--- src/rtl/cordic_angle_prep.sv ---
// Angle front-end for the CORDIC rotator: absolute-load or NCO-step input, folded by
// multiples of pi into [-pi/2, pi/2] with a negate flag, over valid/ready handshakes.
module cordic_angle_prep #(
    parameter int PI_MRAD      = 3142,
    parameter int HALF_PI_MRAD = 1571,
    parameter int TWO_PI_MRAD  = 6283
) (
    input  logic               clk,
    input  logic               rst_n,
    input  logic               in_valid,
    output logic               in_ready,
    input  logic               in_mode,
    input  logic signed [15:0] in_data,
    output logic               out_valid,
    input  logic               out_ready,
    output logic signed [15:0] out_theta,
    output logic               out_flip,
    output logic [3:0]         out_folds,
    output logic               busy
);

    typedef enum logic [1:0] {IDLE, FOLD, OUT} state_t;

    localparam logic signed [15:0] PI16       = 16'(PI_MRAD);
    localparam logic signed [15:0] HALF16     = 16'(HALF_PI_MRAD);
    localparam logic signed [15:0] NEG_HALF16 = 16'(-HALF_PI_MRAD);
    localparam logic signed [15:0] STEP_MAX   = 16'(PI_MRAD - 1);
    localparam logic signed [15:0] STEP_MIN   = 16'(-(PI_MRAD - 1));
    localparam logic signed [16:0] SUM_MAX    = 17'(PI_MRAD - 1);
    localparam logic signed [16:0] SUM_MIN    = 17'(-PI_MRAD);
    localparam logic signed [16:0] TWO_PI17   = 17'(TWO_PI_MRAD);

    state_t             state;
    logic signed [15:0] work;
    logic               flip;
    logic [3:0]         folds;
    logic signed [15:0] phase;

    logic               accept;
    logic signed [15:0] step_c;
    logic signed [16:0] sum;
    logic signed [16:0] sum_w;
    logic signed [15:0] start_work;
    logic signed [15:0] next_phase;

    assign in_ready = rst_n && ((state == IDLE) || ((state == OUT) && out_ready));
    assign accept   = in_valid && in_ready;
    assign busy     = (state != IDLE);

    always_comb begin
        step_c = in_data;
        if (in_data > STEP_MAX) begin
            step_c = STEP_MAX;
        end else if (in_data < STEP_MIN) begin
            step_c = STEP_MIN;
        end
        sum   = {phase[15], phase} + {step_c[15], step_c};
        sum_w = sum;
        if (sum > SUM_MAX) begin
            sum_w = sum - TWO_PI17;
        end else if (sum < SUM_MIN) begin
            sum_w = sum + TWO_PI17;
        end
        start_work = in_mode ? in_data : sum_w[15:0];
    end

    // An odd fold count means the true angle is theta+-pi; keep phase in [-pi, pi).
    always_comb begin
        next_phase = work;
        if (flip) begin
            next_phase = (work < 0) ? work + PI16 : work - PI16;
        end
    end

    always_ff @(posedge clk) begin
        if (!rst_n) begin
            state     <= IDLE;
            work      <= '0;
            flip      <= 1'b0;
            folds     <= '0;
            phase     <= '0;
            out_valid <= 1'b0;
            out_theta <= '0;
            out_flip  <= 1'b0;
            out_folds <= '0;
        end else begin
            case (state)
                IDLE: begin
                    if (accept) begin
                        work  <= start_work;
                        flip  <= 1'b0;
                        folds <= '0;
                        state <= FOLD;
                    end
                end
                FOLD: begin
                    if (work > HALF16) begin
                        work  <= work - PI16;
                        flip  <= ~flip;
                        folds <= folds + 4'd1;
                    end else if (work < NEG_HALF16) begin
                        work  <= work + PI16;
                        flip  <= ~flip;
                        folds <= folds + 4'd1;
                    end else begin
                        out_theta <= work;
                        out_flip  <= flip;
                        out_folds <= folds;
                        out_valid <= 1'b1;
                        phase     <= next_phase;
                        state     <= OUT;
                    end
                end
                OUT: begin
                    if (out_ready) begin
                        out_valid <= 1'b0;
                        if (accept) begin
                            work  <= start_work;
                            flip  <= 1'b0;
                            folds <= '0;
                            state <= FOLD;
                        end else begin
                            state <= IDLE;
                        end
                    end
                end
                default: state <= IDLE;
            endcase
        end
    end

endmodule

--- config.mk ---
export PLATFORM = sky130hd
export DESIGN_NAME = cordic_angle_prep
export DESIGN_NICKNAME = d
export VERILOG_FILES = /design/src/rtl/cordic_angle_prep.sv
export SDC_FILE = /design/constraint.sdc
export NUM_CORES = 1
export LEC_CHECK = 0
export BUFFER_PORTS_ARGS = -buffer_cell sky130_fd_sc_hd__buf_2
export CORE_MARGIN = 2
export CORE_UTILIZATION = 40
export CTS_BUF_LIST = sky130_fd_sc_hd__clkbuf_4
export DETAILED_ROUTE_END_ITERATION = 8
export GPL_TIMING_DRIVEN = 0
export PLACE_DENSITY = 0.59
export SYNTH_ARGS = -nofsm -noshare
export SYNTH_HDL_FRONTEND = slang
export SYNTH_SLANG_ARGS = --single-unit
--- constraint.sdc ---
create_clock -name clk -period 6.7 [get_ports clk]
set_clock_uncertainty 0.2 [all_clocks]
set_input_delay 1.005 -clock clk [delete_from_list [all_inputs] [get_ports clk]]
set_output_delay 1.005 -clock clk [all_outputs]
set_load 0.02 [all_outputs]
==> results.toml, run 1 <==
[outcome]
status = "finished, final reports clean"

[synthesis]
syn-num-nets = 730
synth-compound-area-share = 0.305
syn_inst = 685
synth_edf_count = 0
ys_types = 68
ys.flop_type = "dfxtp_1"
muxShareOfSynthArea = 0.0229
synth-simple-area-share = 0.233
async_flop_share = 0
yosysSeqAreaShare = 0.245
ys_ff_latch = 60
synth_fa_ha_area_frac = 0.0627
synthesis.area_um2 = 4910
synth_area_per_cell_um2 = 7.17
synthXorXnorAreaFrac = 0.0795
synth.yosys.warnings = 0
synth_top_family_by_area = "compound AO/OA/AOI/OAI gates"

[critical_path]
path_cells = "buf_2 > a2111oi_0 > o21ai_0 > nand3_1 > a21oi_1 > or3_1 > ha_1 > fa_1 > a21o_1 > a21oi_1 > xnor2_1 > clkbuf_1 > a41oi_1 > o41ai_1 > o2111ai_1 > o21ai_2 > buf_4 > nand2_1 > a311o_1 > a21oi_1"
cpMostUsedCell = "a21oi_1"
crit_arrival_ns = 6.24
path_max_fanout = 10
crit_slowest_cell = "a2111oi_0"
max_stage_delay_ns = 0.50
cp.required_ns = 6.85
critPathLaunchType = "primary input"
crit_type = "primary input to register"
cp-end-kind = "register"

[detailed_routing]
routed_wirelength_um = 16500
wl_per_cell_um = 18.5
drt_iter0_markers = 359
dr.pass1.iters = 5
ant_nets = 0
drc_errors = 0
via_count = 5354
viasPerCell = 6.01

[grt]
track_usage = 0.251
grt_max_degree = 11
antenna_found_initial = 0
grt_pass1_wl_um = 25800
grt_pass1_vias = 4817
gr-total-overflow = 0

[clocking]
ctsHoldBuffers = 0
ctsHtreeMaxLevel = 3
cts_sinks = 60
clockBufferDepth = 2
cts_tree = "yes"
cts_resized = 0
cts_root_buffer = "clkbuf_4"
clkTransAtPathRegs_ns = 0.10
post_cts_buffers = 0
clk_latency_ns = 0.42
cts_made_buffers = 9

[sta]
worstMarginPinSlew_ns = 0.882
period_needed_ns = 6.09
max_freq_ghz = 0.164
hold_viol = 0
whs_ns = 0.256
slew_viol_final = 0
setup_violations = 0
slew_headroom = 0.410
rsz0062_at_grt = "false"
setup_slack_ns = 0.607
fin_crit_sh = 0.909
fin_setup_tns_ns = 0

[place]
preCtsSetupSlack_ns = 0.388
hpwl_um = 13000
gp_congestion = 0.956
numPortBuffers = 43

[floorplanning]
design.core.area_um2 = 12000
ioPinCount = 45
die_y_um = 115
row_count = 40
die_w_um = 115
initial_utilization = 0.409
die_area_um2 = 13200

[cells_and_area]
n_fill_cell = 1301
area_growth_pct = 11.8
final_core_util = 0.457
final_common_cell = "nand2_1"
finalNetCount = 784
multiInputGateArea_um2 = 3450
layout-drive-gt1-share = 0.108
layout_common_cells = "nand2_1, nor2_1, a21oi_1"
regArea_um2 = 1200
antenna_cells = 0

[worst_hold_path]
hp-class = "register to register"

[job]
cap_viol_max_count = 0

[pwr]
p_leak_uw = 0.00212
power_density_nw_per_um2 = 284
peakVddDrop_v = 0.000133
==> metal layers <==
| layer | up-vias | share of wire | GRT usage | routed length (um) |
|---|---|---|---|---|
| met4 | 0 | 0.020 | 0.0651 | 325 |
| met1 | 2529 | 0.48 | 0.360 | 7870 |
| li1 | 2596 | - | - | - |
| met2 | 200 | 0.44 | 0.391 | 7220 |
| met5 | - | 0 | 0 | 0 |
| met3 | 29 | 0.064 | 0.0464 | 1060 |
==> cell type report <==
cell class | instances | area share
timing repair buffer | 43 | 0.0392
sequential | 60 | 0.219
clock inverter | 6 | 0.0187
buffer | 47 | 0.0347
multi-input combinational | 561 | 0.630
clock buffer | 10 | 0.0137
tap | 147 | 0.0335
inverter | 17 | 0.0116
==> report_power, final <==
group          switching, uW  internal (uW)
clock network            140            190
logic                    520            291
registers               27.0            389
==> Yosys cell counts (4+ instances only) <==
cell / n / area share
a21oi_1: 61 / 0.062
a221oi_1: 5 / 0.0089
o21ai_0: 34 / 0.035
a31oi_1: 9 / 0.011
o22ai_1: 8 / 0.010
o21a_1: 6 / 0.0092
and2_1: 4 / 0.0051
mux2i_1: 9 / 0.018
nand4_1: 4 / 0.0051
nand2_1: 103 / 0.079
or3_1: 8 / 0.010
o2111ai_1: 6 / 0.011
nor3_1: 19 / 0.019
nor2_1: 85 / 0.065
and3_1: 4 / 0.0051
xor2_1: 18 / 0.032
clkbuf_1: 39 / 0.030
ha_1: 23 / 0.059
o221ai_1: 4 / 0.0071
nand3_1: 19 / 0.019
xnor2_1: 21 / 0.037
dfxtp_1: 60 / 0.24
a211o_1: 5 / 0.0089
a211oi_1: 15 / 0.023
inv_1: 17 / 0.013
o32ai_1: 5 / 0.0089
nand2b_1: 6 / 0.0076
a21o_1: 11 / 0.017
o211ai_1: 13 / 0.020
==> flip-flops by register name, indices dropped and copies added, names as in the netlist <==
name,count
out_theta,16
work,16
phase,15
folds,4
out_folds,4
state,2
flip,1
out_flip,1
out_valid,1
==> cells by family (layout without fill, tap and decap cells) <==
group	count (synthesis)	in the layout
AO/OA/AOI/OAI	219	219
XOR/XNOR	42	42
adder cells (fa/ha/maj)	24	24
buffers and inverters	64	123
flip-flops	60	60
multiplexers	11	11
AND/OR/NAND/NOR	265	265
==> worst paths after layout <==
kind                              startpoint           end  slack, ns  depth (start not counted)
worst min-delay path            out_theta[7]  out_theta[7]       0.26                          2
worst max register to register  out_theta[0]       work[1]       2.39                         14
worst max-delay path              in_data[1]       work[1]       0.61                         20
worst min register to register  out_theta[7]  out_theta[7]       0.26                          2
==> through the flow <==
step | power [uW] | area (um2) | instances
final | 1560 | 5490 | 891
after global routing | 1650 | 5490 | 891
after CTS | 1550 | 5490 | 891
after detailed placement | 1220 | 5310 | 875
after global placement | 1210 | 5310 | 875
after floorplan | 1010 | 4910 | 685
==> worst max-delay path: cells and delay by family <==
| family | cells | cell delay [ns] |
|---|---|---|
| compound gates | 11 | 3.02 |
| xor+xnor | 1 | 0.17 |
| fa+ha+maj | 2 | 0.71 |
| buf+inv | 3 | 0.75 |
| simple gates | 3 | 0.56 |
Power figures use the tool's default switching activity.
==> inputs of run 2 (changes only) <==
Settings changed: REMOVE_ABC_BUFFERS set to 1.
==> run 2 against run 1 <==
Net effect:
- final cell count shrank 5.3%
- non-clock buffer count decreased by 46
- die area is the same
- final area down 4.6%
- largest power group unchanged
- register-to-register slack got worse by 0.02 ns
- sequential cell count unchanged
- critical path type unchanged
- first-iteration DRC count grew 8.9%
- combinational power shrank 11%
- count of clock-buffer cells in the layout rose by 1
==> results.toml, run 2 (synthesis results as in run 1) <==
[job]
cap_viol_max_count = 0

[pwr]
peakVddDrop_v = 0.000155
swShare = 0.463
pwr-share-seq = 0.329
clock_power_share = 0.152
p_comb_frac = 0.519
finalPower_uw = 1380
p_int_uw = 743
power_density_nw_per_um2 = 264
p_leak_uw = 0.00202
switching_power_uw = 640

[sta]
fin_crit_sh = 0.943
setup_violations = 0
period_needed_ns = 6.32
rsz0062_at_grt = "false"
whs_ns = 0.253
max_freq_ghz = 0.158
slew_headroom = 0.175
worstMarginPinSlew_ns = 1.24
slew_viol_final = 0
hold_viol = 0

[grt]
track_usage = 0.224
grt_max_degree = 44
antenna_found_initial = 0
grt_pass1_wl_um = 23300
gr-total-overflow = 0
grt_pass1_vias = 4541

[clocking]
post_cts_buffers = 0
clk_latency_ns = 0.42
ctsHoldBuffers = 0
cts_tree = "yes"
cts_root_buffer = "clkbuf_4"
cts_made_buffers = 9
ctsHtreeMaxLevel = 3
clkTransAtPathRegs_ns = 0.09
cts_sinks = 60
clockBufferDepth = 2
cts_resized = 0

[floorplanning]
ioPinCount = 45
row_count = 40
die_area_um2 = 13200
design.core.area_um2 = 12000
initial_utilization = 0.409
die_y_um = 115
die_w_um = 115

[critical_path]
crit_type = "primary input to register"
cp-end-kind = "register"
r2r_start = "out_theta[0]"
r2r_end = "work[10]"
cp.required_ns = 6.84
critPathLaunchType = "primary input"
reg2reg_depth = 12
reg2reg_slack_ns = 2.37
crit_arrival_ns = 6.45
path_max_fanout = 16

[detailed_routing]
dr.pass1.iters = 5
drt_iter0_markers = 391
wl_per_cell_um = 17.1
routed_wirelength_um = 14400
drc_errors = 0
ant_nets = 0
via_count = 5033
viasPerCell = 5.96

[worst_hold_path]
min_to = "out_flip"
min_path_cells = 2
hp-class = "register to register"
hold_start = "out_flip"

[cells_and_area]
layout_common_cells = "nand2_1, nor2_1, a21oi_1, dfxtp_1, buf_2"
n_fill_cell = 1288
final_common_cell = "nand2_1"
final_core_util = 0.436
stdcell_area_um2 = 5230
finalNetCount = 738
top_regs = "out_theta x16, work x16, phase x15"
area_growth_pct = 6.63
antenna_cells = 0
layout-drive-gt1-share = 0.112

[place]
detailed_place.area_um2 = 5130
gp_congestion = 0.868
hpwl_um = 11000
numPortBuffers = 44

[outcome]
status = "finished, final reports clean"
-- run 2: cell count changes in the layout (fill, tap and decap cells not counted), sizes merged --
| cell | delta |
|---|---|
| buf | -6 |
| bufinv | -3 |
| clkbuf | -39 |
| clkinv | +1 |
-- run 2: worst max path at each step --
stage / slack, ns / from / to / cells after the start
final: 0.38 / in_data[5] / work[10] / 19
after floorplan: 1.03 / in_data[3] / work[10] / 18
after global placement: -0.14 / in_data[2] / work[10] / 18
after global routing: 0.07 / in_data[3] / work[10] / 19
after detailed placement: -0.21 / in_data[2] / work[10] / 18
after CTS: 0.24 / in_data[2] / work[10] / 18
-- run 2: final cells by class --
cell class | count | area [um2] | area share
Sequential cell | 60 | 1200 | 0.229
Clock buffer | 11 | 82.6 | 0.0158
Multi-Input combinational cell | 561 | 3460 | 0.662
Clock inverter | 4 | 17.5 | 0.00335
Inverter | 17 | 63.8 | 0.0122
Tap cell | 147 | 184 | 0.0351
Timing Repair Buffer | 44 | 220 | 0.0421
-- run 2: routing by layer --
| metal | wire (um) | share of wire | vias to the layer above | global-route usage |
|---|---|---|---|---|
| met2 | 6610 | 0.46 | 145 | 0.364 |
| li1 | - | - | 2496 | - |
| met5 | 0 | 0 | - | 0 |
| met1 | 6890 | 0.48 | 2380 | 0.316 |
| met4 | 201 | 0.014 | 0 | 0.0490 |
| met3 | 742 | 0.051 | 12 | 0.0348 |
-- run 2: metrics by stage --
stage	setup slack [ns]	setup TNS (ns)	instances
floorplan	1.03	0	638
CTS	0.242	0	844
detailed placement	-0.206	-1.61	829
finish	0.382	0	844
global placement	-0.144	-0.745	829
global route	0.0658	0	844
-- run 2: worst max-delay path: stages --
cell	delay [ns]
buf_2	0.13
nand3_1	0.08
o21ai_0	0.21
nand4_1	0.21
a21o_1	0.21
ha_1	0.47
or3_1	0.42
ha_1	0.25
fa_1	0.46
a21o_1	0.23
a21oi_1	0.18
xnor2_1	0.39
a41oi_1	0.28
o41ai_1	0.39
o2111ai_1	0.21
o21ai_2	0.61
nor3_1	0.14
or4_1	0.50
o211ai_1	0.09
-- run 2: power groups by stage --
stage	combinational, uW	sequential, uW	clock, uW
final	718	455	210
after global routing	801	463	234
after CTS	713	455	217
after detailed placement	709	463	0
after global placement	699	462	0
after floorplan	542	447	0
